### src/rtl/cmd_pkg.sv
// Shared types and codes for the command-frame controller and its executors.
package cmd_pkg;

  // Controller states; the numeric encoding is exported on the debug port.
  typedef enum logic [2:0] {
    S_BOOT   = 3'd0,
    S_IDLE   = 3'd1,
    S_ARGS   = 3'd2,
    S_DECODE = 3'd3,
    S_EXEC   = 3'd4,
    S_RESP   = 3'd5,
    S_GUARD  = 3'd6,
    S_TXWT   = 3'd7
  } state_t;

  // Verb codes. PING is answered locally; the others go to an executor.
  localparam logic [7:0] V_PING = 8'd2;
  localparam logic [7:0] V_DISP = 8'd3;
  localparam logic [7:0] V_LEDS = 8'd4;
  localparam logic [7:0] V_MTNE = 8'd5;

  // Highest verb accepted by the decoder.
  localparam logic [7:0] MAX_VERB = 8'd15;

  // Bytes sent back to the host.
  localparam logic [7:0] RSP_OK    = 8'h4B;
  localparam logic [7:0] RSP_ERR   = 8'h45;
  localparam logic [7:0] BOOT_BYTE = 8'h52;

endpackage

### src/rtl/byte_timeout_timer.sv
// Inter-byte timeout counter: counts enabled cycles, saturates at its
// terminal count and flags expiry on any enabled cycle spent there.
// A clear in the same cycle takes priority and suppresses the flag.
module byte_timeout_timer #(
  parameter int TIMEOUT_CYC = 500000
) (
  input  logic clk,
  input  logic rst_n,
  input  logic clr,
  input  logic en,
  output logic expired
);

  localparam int CNT_W = $clog2(TIMEOUT_CYC);
  localparam logic [CNT_W-1:0] TERM = CNT_W'(TIMEOUT_CYC - 1);

  logic [CNT_W-1:0] cnt_q, cnt_d;

  // Next count: clear wins, otherwise count up to the terminal value and hold.
  always_comb begin
    cnt_d = cnt_q;
    if (clr) begin
      cnt_d = '0;
    end else if (en && (cnt_q != TERM)) begin
      cnt_d = cnt_q + 1'b1;
    end
  end

  // Counter register.
  always_ff @(posedge clk or negedge rst_n) begin
    if (!rst_n) begin
      cnt_q <= '0;
    end else begin
      cnt_q <= cnt_d;
    end
  end

  assign expired = en && !clr && (cnt_q == TERM);

endmodule

### src/rtl/cmd_frame_fsm.sv
// Command-frame controller: collects a verb plus NUM_ARGS argument bytes,
// answers PING locally, dispatches other legal verbs to an executor and
// sends exactly one response byte per completed frame (plus a boot byte).
//
// Handshakes: rx_valid and cmd_done are single-cycle strobes sampled on the
// rising clock edge; tx_start and cmd_valid are registered single-cycle
// pulses. tx_data is registered and holds until the next transmit request.
module cmd_frame_fsm #(
  parameter int                DATA_W      = 8,
  parameter int                NUM_ARGS    = 3,
  parameter int                TIMEOUT_CYC = 500000,
  parameter logic [DATA_W-1:0] MAX_VERB    = cmd_pkg::MAX_VERB,
  parameter logic [DATA_W-1:0] V_PING      = cmd_pkg::V_PING,
  parameter logic [DATA_W-1:0] BOOT_BYTE   = cmd_pkg::BOOT_BYTE,
  parameter logic [DATA_W-1:0] RSP_OK      = cmd_pkg::RSP_OK,
  parameter logic [DATA_W-1:0] RSP_ERR     = cmd_pkg::RSP_ERR
) (
  input  logic                                          clk50m,
  input  logic                                          reset,
  input  logic [DATA_W-1:0]                             rx_data,
  input  logic                                          rx_valid,
  input  logic                                          tx_busy,
  output logic [DATA_W-1:0]                             tx_data,
  output logic                                          tx_start,
  output logic                                          cmd_valid,
  output logic [DATA_W-1:0]                             cmd_verb,
  output logic [((NUM_ARGS > 0) ? NUM_ARGS : 1)*DATA_W-1:0] cmd_args,
  input  logic                                          cmd_done,
  input  logic                                          cmd_err,
  output logic                                          frame_err,
  output logic                                          rx_overrun,
  output logic [2:0]                                    state
);

  import cmd_pkg::*;

  localparam int ARGS_W = ((NUM_ARGS > 0) ? NUM_ARGS : 1) * DATA_W;
  localparam int IDX_W  = (NUM_ARGS > 0) ? $clog2(NUM_ARGS + 1) : 1;

  state_t              state_q, state_d;
  logic [DATA_W-1:0]   verb_q, verb_d;
  logic [ARGS_W-1:0]   args_q, args_d;
  logic [IDX_W-1:0]    idx_q, idx_d;
  logic [DATA_W-1:0]   rsp_q, rsp_d;
  logic [DATA_W-1:0]   tx_data_q, tx_data_d;
  logic                tx_start_q, tx_start_d;
  logic                cmd_valid_q, cmd_valid_d;
  logic                frame_err_q, frame_err_d;
  logic                rx_overrun_q, rx_overrun_d;

  logic tmr_clr, tmr_en, tmr_expired;

  // The timer runs only while collecting arguments; any accepted byte restarts it.
  assign tmr_en  = (state_q == S_ARGS);
  assign tmr_clr = rx_valid && ((state_q == S_IDLE) || (state_q == S_ARGS));

  byte_timeout_timer #(
    .TIMEOUT_CYC (TIMEOUT_CYC)
  ) u_timer (
    .clk     (clk50m),
    .rst_n   (reset),
    .clr     (tmr_clr),
    .en      (tmr_en),
    .expired (tmr_expired)
  );

  // Next-state and registered-output logic for the frame controller.
  always_comb begin
    state_d      = state_q;
    verb_d       = verb_q;
    args_d       = args_q;
    idx_d        = idx_q;
    rsp_d        = rsp_q;
    tx_data_d    = tx_data_q;
    tx_start_d   = 1'b0;
    cmd_valid_d  = 1'b0;
    frame_err_d  = 1'b0;
    // Bytes are only accepted while a frame can still absorb them.
    rx_overrun_d = rx_valid && (state_q != S_IDLE) && (state_q != S_ARGS);

    case (state_q)
      S_BOOT: begin
        if (!tx_busy) begin
          tx_data_d  = BOOT_BYTE;
          tx_start_d = 1'b1;
          state_d    = S_GUARD;
        end
      end
      S_IDLE: begin
        if (rx_valid) begin
          verb_d  = rx_data;
          idx_d   = '0;
          state_d = (NUM_ARGS == 0) ? S_DECODE : S_ARGS;
        end
      end
      S_ARGS: begin
        if (rx_valid) begin
          for (int i = 0; i < NUM_ARGS; i++) begin
            if (int'(idx_q) == i) begin
              args_d[i*DATA_W +: DATA_W] = rx_data;
            end
          end
          idx_d = idx_q + 1'b1;
          if (int'(idx_q) == NUM_ARGS - 1) begin
            state_d = S_DECODE;
          end
        end else if (tmr_expired) begin
          frame_err_d = 1'b1;
          state_d     = S_IDLE;
        end
      end
      S_DECODE: begin
        if ((verb_q == '0) || (verb_q > MAX_VERB)) begin
          rsp_d   = RSP_ERR;
          state_d = S_RESP;
        end else if (verb_q == V_PING) begin
          rsp_d   = V_PING;
          state_d = S_RESP;
        end else begin
          cmd_valid_d = 1'b1;
          state_d     = S_EXEC;
        end
      end
      S_EXEC: begin
        if (cmd_done) begin
          rsp_d   = cmd_err ? RSP_ERR : RSP_OK;
          state_d = S_RESP;
        end
      end
      S_RESP: begin
        if (!tx_busy) begin
          tx_data_d  = rsp_q;
          tx_start_d = 1'b1;
          state_d    = S_GUARD;
        end
      end
      // The transmitter raises tx_busy one cycle after tx_start, so skip a cycle.
      S_GUARD: state_d = S_TXWT;
      S_TXWT: begin
        if (!tx_busy) begin
          state_d = S_IDLE;
        end
      end
      default: state_d = S_BOOT;
    endcase
  end

  // State and output registers; reset aborts any frame or transmit in flight.
  always_ff @(posedge clk50m or negedge reset) begin
    if (!reset) begin
      state_q      <= S_BOOT;
      verb_q       <= '0;
      args_q       <= '0;
      idx_q        <= '0;
      rsp_q        <= '0;
      tx_data_q    <= '0;
      tx_start_q   <= 1'b0;
      cmd_valid_q  <= 1'b0;
      frame_err_q  <= 1'b0;
      rx_overrun_q <= 1'b0;
    end else begin
      state_q      <= state_d;
      verb_q       <= verb_d;
      args_q       <= args_d;
      idx_q        <= idx_d;
      rsp_q        <= rsp_d;
      tx_data_q    <= tx_data_d;
      tx_start_q   <= tx_start_d;
      cmd_valid_q  <= cmd_valid_d;
      frame_err_q  <= frame_err_d;
      rx_overrun_q <= rx_overrun_d;
    end
  end

  assign state      = state_q;
  assign tx_data    = tx_data_q;
  assign tx_start   = tx_start_q;
  assign cmd_valid  = cmd_valid_q;
  assign cmd_verb   = verb_q;
  assign cmd_args   = args_q;
  assign frame_err  = frame_err_q;
  assign rx_overrun = rx_overrun_q;

endmodule

### config.mk
export PLATFORM = sky130hd
export DESIGN_NAME = cmd_frame_fsm
export DESIGN_NICKNAME = d
export VERILOG_FILES = /design/src/rtl/cmd_pkg.sv /design/src/rtl/byte_timeout_timer.sv /design/src/rtl/cmd_frame_fsm.sv
export SDC_FILE = /design/constraint.sdc
export NUM_CORES = 1
export LEC_CHECK = 0
export CAP_MARGIN = 25
export CORE_MARGIN = 5
export CORE_UTILIZATION = 56
export CTS_CLUSTER_DIAMETER = 30
export DETAILED_ROUTE_END_ITERATION = 10
export GPL_TIMING_DRIVEN = 1
export PLACE_DENSITY = 0.85
export SLEW_MARGIN = 40
export SYNTH_ARGS = -nofsm -noshare
export SYNTH_HDL_FRONTEND = slang
export SYNTH_SLANG_ARGS = --single-unit
### constraint.sdc
create_clock -name clk50m -period 4.3 [get_ports clk50m]
set_input_delay 0.645 -clock clk50m [delete_from_list [all_inputs] [get_ports clk50m]]
set_output_delay 0.645 -clock clk50m [all_outputs]
set_load 0.05 [all_outputs]
==> results.ini <==
[setup_path]
critical_path_class = reg2out
path_buf_inv = 1
crit_path_end_kind = output port
cpPeakStageDelay_ns = 0.94
path_cells = clkdlybuf4s50_1
critical_path_required_ns = 3.65
cp.arrival_ns = 2.13
start_kind = register
crit_family = buffers and inverters
worstPathMaxFanout = 27
slowest_stage = clkdlybuf4s50_1

[pwr]
power.leakage_nw = 1.81
power-per-cell-area_nw_per_um2 = 787
vdd_drop_max_mv = 0.504

[placement]
portBuffers = 58
finalWeightedCongestion = 0.828
hpwl_um = 4860

[sta]
rsz0062_at_grt = false
tightest_slew_ns = 0.776
clock_skew_ns = 0.00753
max_freq_mhz = 360
finalSetupTns_ns = 0
maxSlewHeadroom_pct = 48.3
finalSetupViolCount = 0
min_period_over_period_pct = 64.6
hold_viol = 0
fin_hold_ws_ns = 0.297
period_needed_ns = 2.78
slew_viol_final = 0

[floorplan]
die_width_um = 87.1
io_pins = 61
fp-row-count = 28
core_area_um2 = 5850
die-area_um2 = 7580
initial_core_util_pct = 56.9
die_y_um = 87.1

[cts]
cts_sinks = 70
cts_hold_buf = 0
cts_made_buffers = 9
h-tree-depth = 3
clk_pin_slew_ns = 0.08
cts_resized = 0
insertion_delay_ns = 0.34
cts_tree = done
cts_root_buffer = clkbuf_8
post_cts_buffers = 0
clock_path_buffers = 2

[layout]
drive_above_1_share_pct = 9.97
syn_to_final_growth_pct = 23.2
layout.nets = 374
diodes = 0

[global_route]
grt_antenna_before_repair = 0
grt_pass1_wl_um = 12400
grt_max_degree = 48
grt_pass1_vias = 2554
overflow = 0
grt_usage_pct = 21.1

[yosys]
ys_warn_count = 0
synth_edf_count = 0
synth_simple_gate_area_share_pct = 17.9
synth_top_family_by_area = simple AND/OR/NAND/NOR gates
synthCells = 302
ys_seq_area_share_pct = 52.7
syn_area_per_cell_um2 = 11.0
synth_cell_types = 49
synth_mux_area_share_pct = 14.0
synth_flop_cell = dfrtp_1
netlist_area_um2 = 3330
ys_seq_elements = 70
yosys.area_share.xor_xnor_pct = 1.05
synth_fa_ha_area_share_pct = 1.50
synthArstFlopShare_pct = 100
synth_compound_area_share_pct = 9.48

[route]
drtIter0Drc = 104
routed_wl_um = 6970
routedWlPerCell_um = 16.0
ant_nets = 0
drt_pass1_iterations = 4
drcViolationCount = 0
routed_via_density = 5.62
vias = 2451

[flow_run]
drv_cap = 0

[run_status]
outcome = complete, no violations

[worst_hold_path]
hold_class = in2async

[logic make-up (layout without fill, tap and decap cells)]
family | Yosys count | in the layout
AO/OA/AOI/OAI | 53 | 53
flip-flops | 70 | 70
other | 1 | 2
XOR/XNOR | 4 | 4
buffers and inverters | 24 | 82
adder cells (fa/ha/maj) | 4 | 4
AND/OR/NAND/NOR | 104 | 104
multiplexers | 42 | 42
[power by group]
part | switching, mW | internal (mW)
Combinational | 1.00 | 0.574
Sequential | 0.252 | 0.926
Clock | 0.248 | 0.225
Total | 1.50 | 1.72
[area by class of cell]
cell class,count,area (µm²)
clock buffer,11,141
clock inverter,5,35.0
fill,441,1750
inverter,7,26.3
multi-input combinational,209,1470
sequential,70,1750
tap,75,93.8
timing repair buffer,59,586
[per-layer routing]
layer	global-route usage (%)	share of wire (%)
met5	0	0
met4	9.77	2.1
met3	6.15	6.8
met2	32.2	47
met1	27.7	45
[cells in the mapped netlist, drive strengths merged, types with 7 or more instances]
| cell | number | area (µm²) |
|---|---|---|
| inv | 7 | 26.3 |
| o21ai | 15 | 75.1 |
| buf | 13 | 71.3 |
| and3 | 7 | 43.8 |
| nor2 | 12 | 47.6 |
| nand2 | 24 | 97.6 |
| mux2i | 7 | 70.1 |
| mux2 | 35 | 394 |
| dfrtp | 70 | 1750 |
| nand2b | 8 | 50.1 |
| nand3 | 9 | 45.0 |
| or3 | 11 | 68.8 |
| nand4 | 7 | 50.1 |
| a21oi | 22 | 110 |
[through the flow]
step / power, mW / area (µm²) / utilization, % / setup slack, ns / instances
after CTS: 3.26 / 4100 / 70.1 / 1.50 / 436
after global routing: 3.43 / 4100 / 70.1 / 1.40 / 436
after global placement: 2.72 / 3920 / 67.0 / 1.90 / 420
final: 3.23 / 4100 / 70.1 / 1.52 / 436
after floorplan: 2.24 / 3330 / - / 2.37 / 303
after detailed placement: 2.77 / 3920 / 67.1 / 1.87 / 420
[state kept, by name (all words and copies together), names as in the netlist]
signal,flops
frame_err,1
u_timer.cnt_q,19
tx_data,6
rsp_q,4
idx_q,2
cmd_verb,8
cmd_valid,1
tx_start,1
state,3
rx_overrun,1
cmd_args,24
[path summary, 6_finish.rpt]
kind	startpoint	endpoint	slack [ns]	cells after the start
max	state[0]	state[0]	1.52	1
min	reset	cmd_args[10]	0.30	1
max reg2reg	state[0]	cmd_args[7]	1.99	4
min reg2reg	tx_data[4]	tx_data[4]	0.49	2
max in group asynchronous	reset	state[1]	3.26	2
min in group clk50m	tx_data[4]	tx_data[4]	0.49	2
[placed cells by master, fill, tap and decap left out, types with 10 or more instances in the layout]
cell type / n
clkdlybuf4s50_1: 57
mux2_1: 25
nand2_1: 21
or3_1: 11
dfrtp_1: 70
o21ai_0: 15
mux2_2: 10
clkbuf_8: 10
a21oi_1: 22
nor2_1: 11
[worst register-to-register path: cells and delay by family (launching register included)]
family           cells  cell delay [ns]
multiplexers         1             0.36
flip-flops           1             0.67
AND/OR/NAND/NOR      3             1.17
Power figures use the tool's default switching activity.
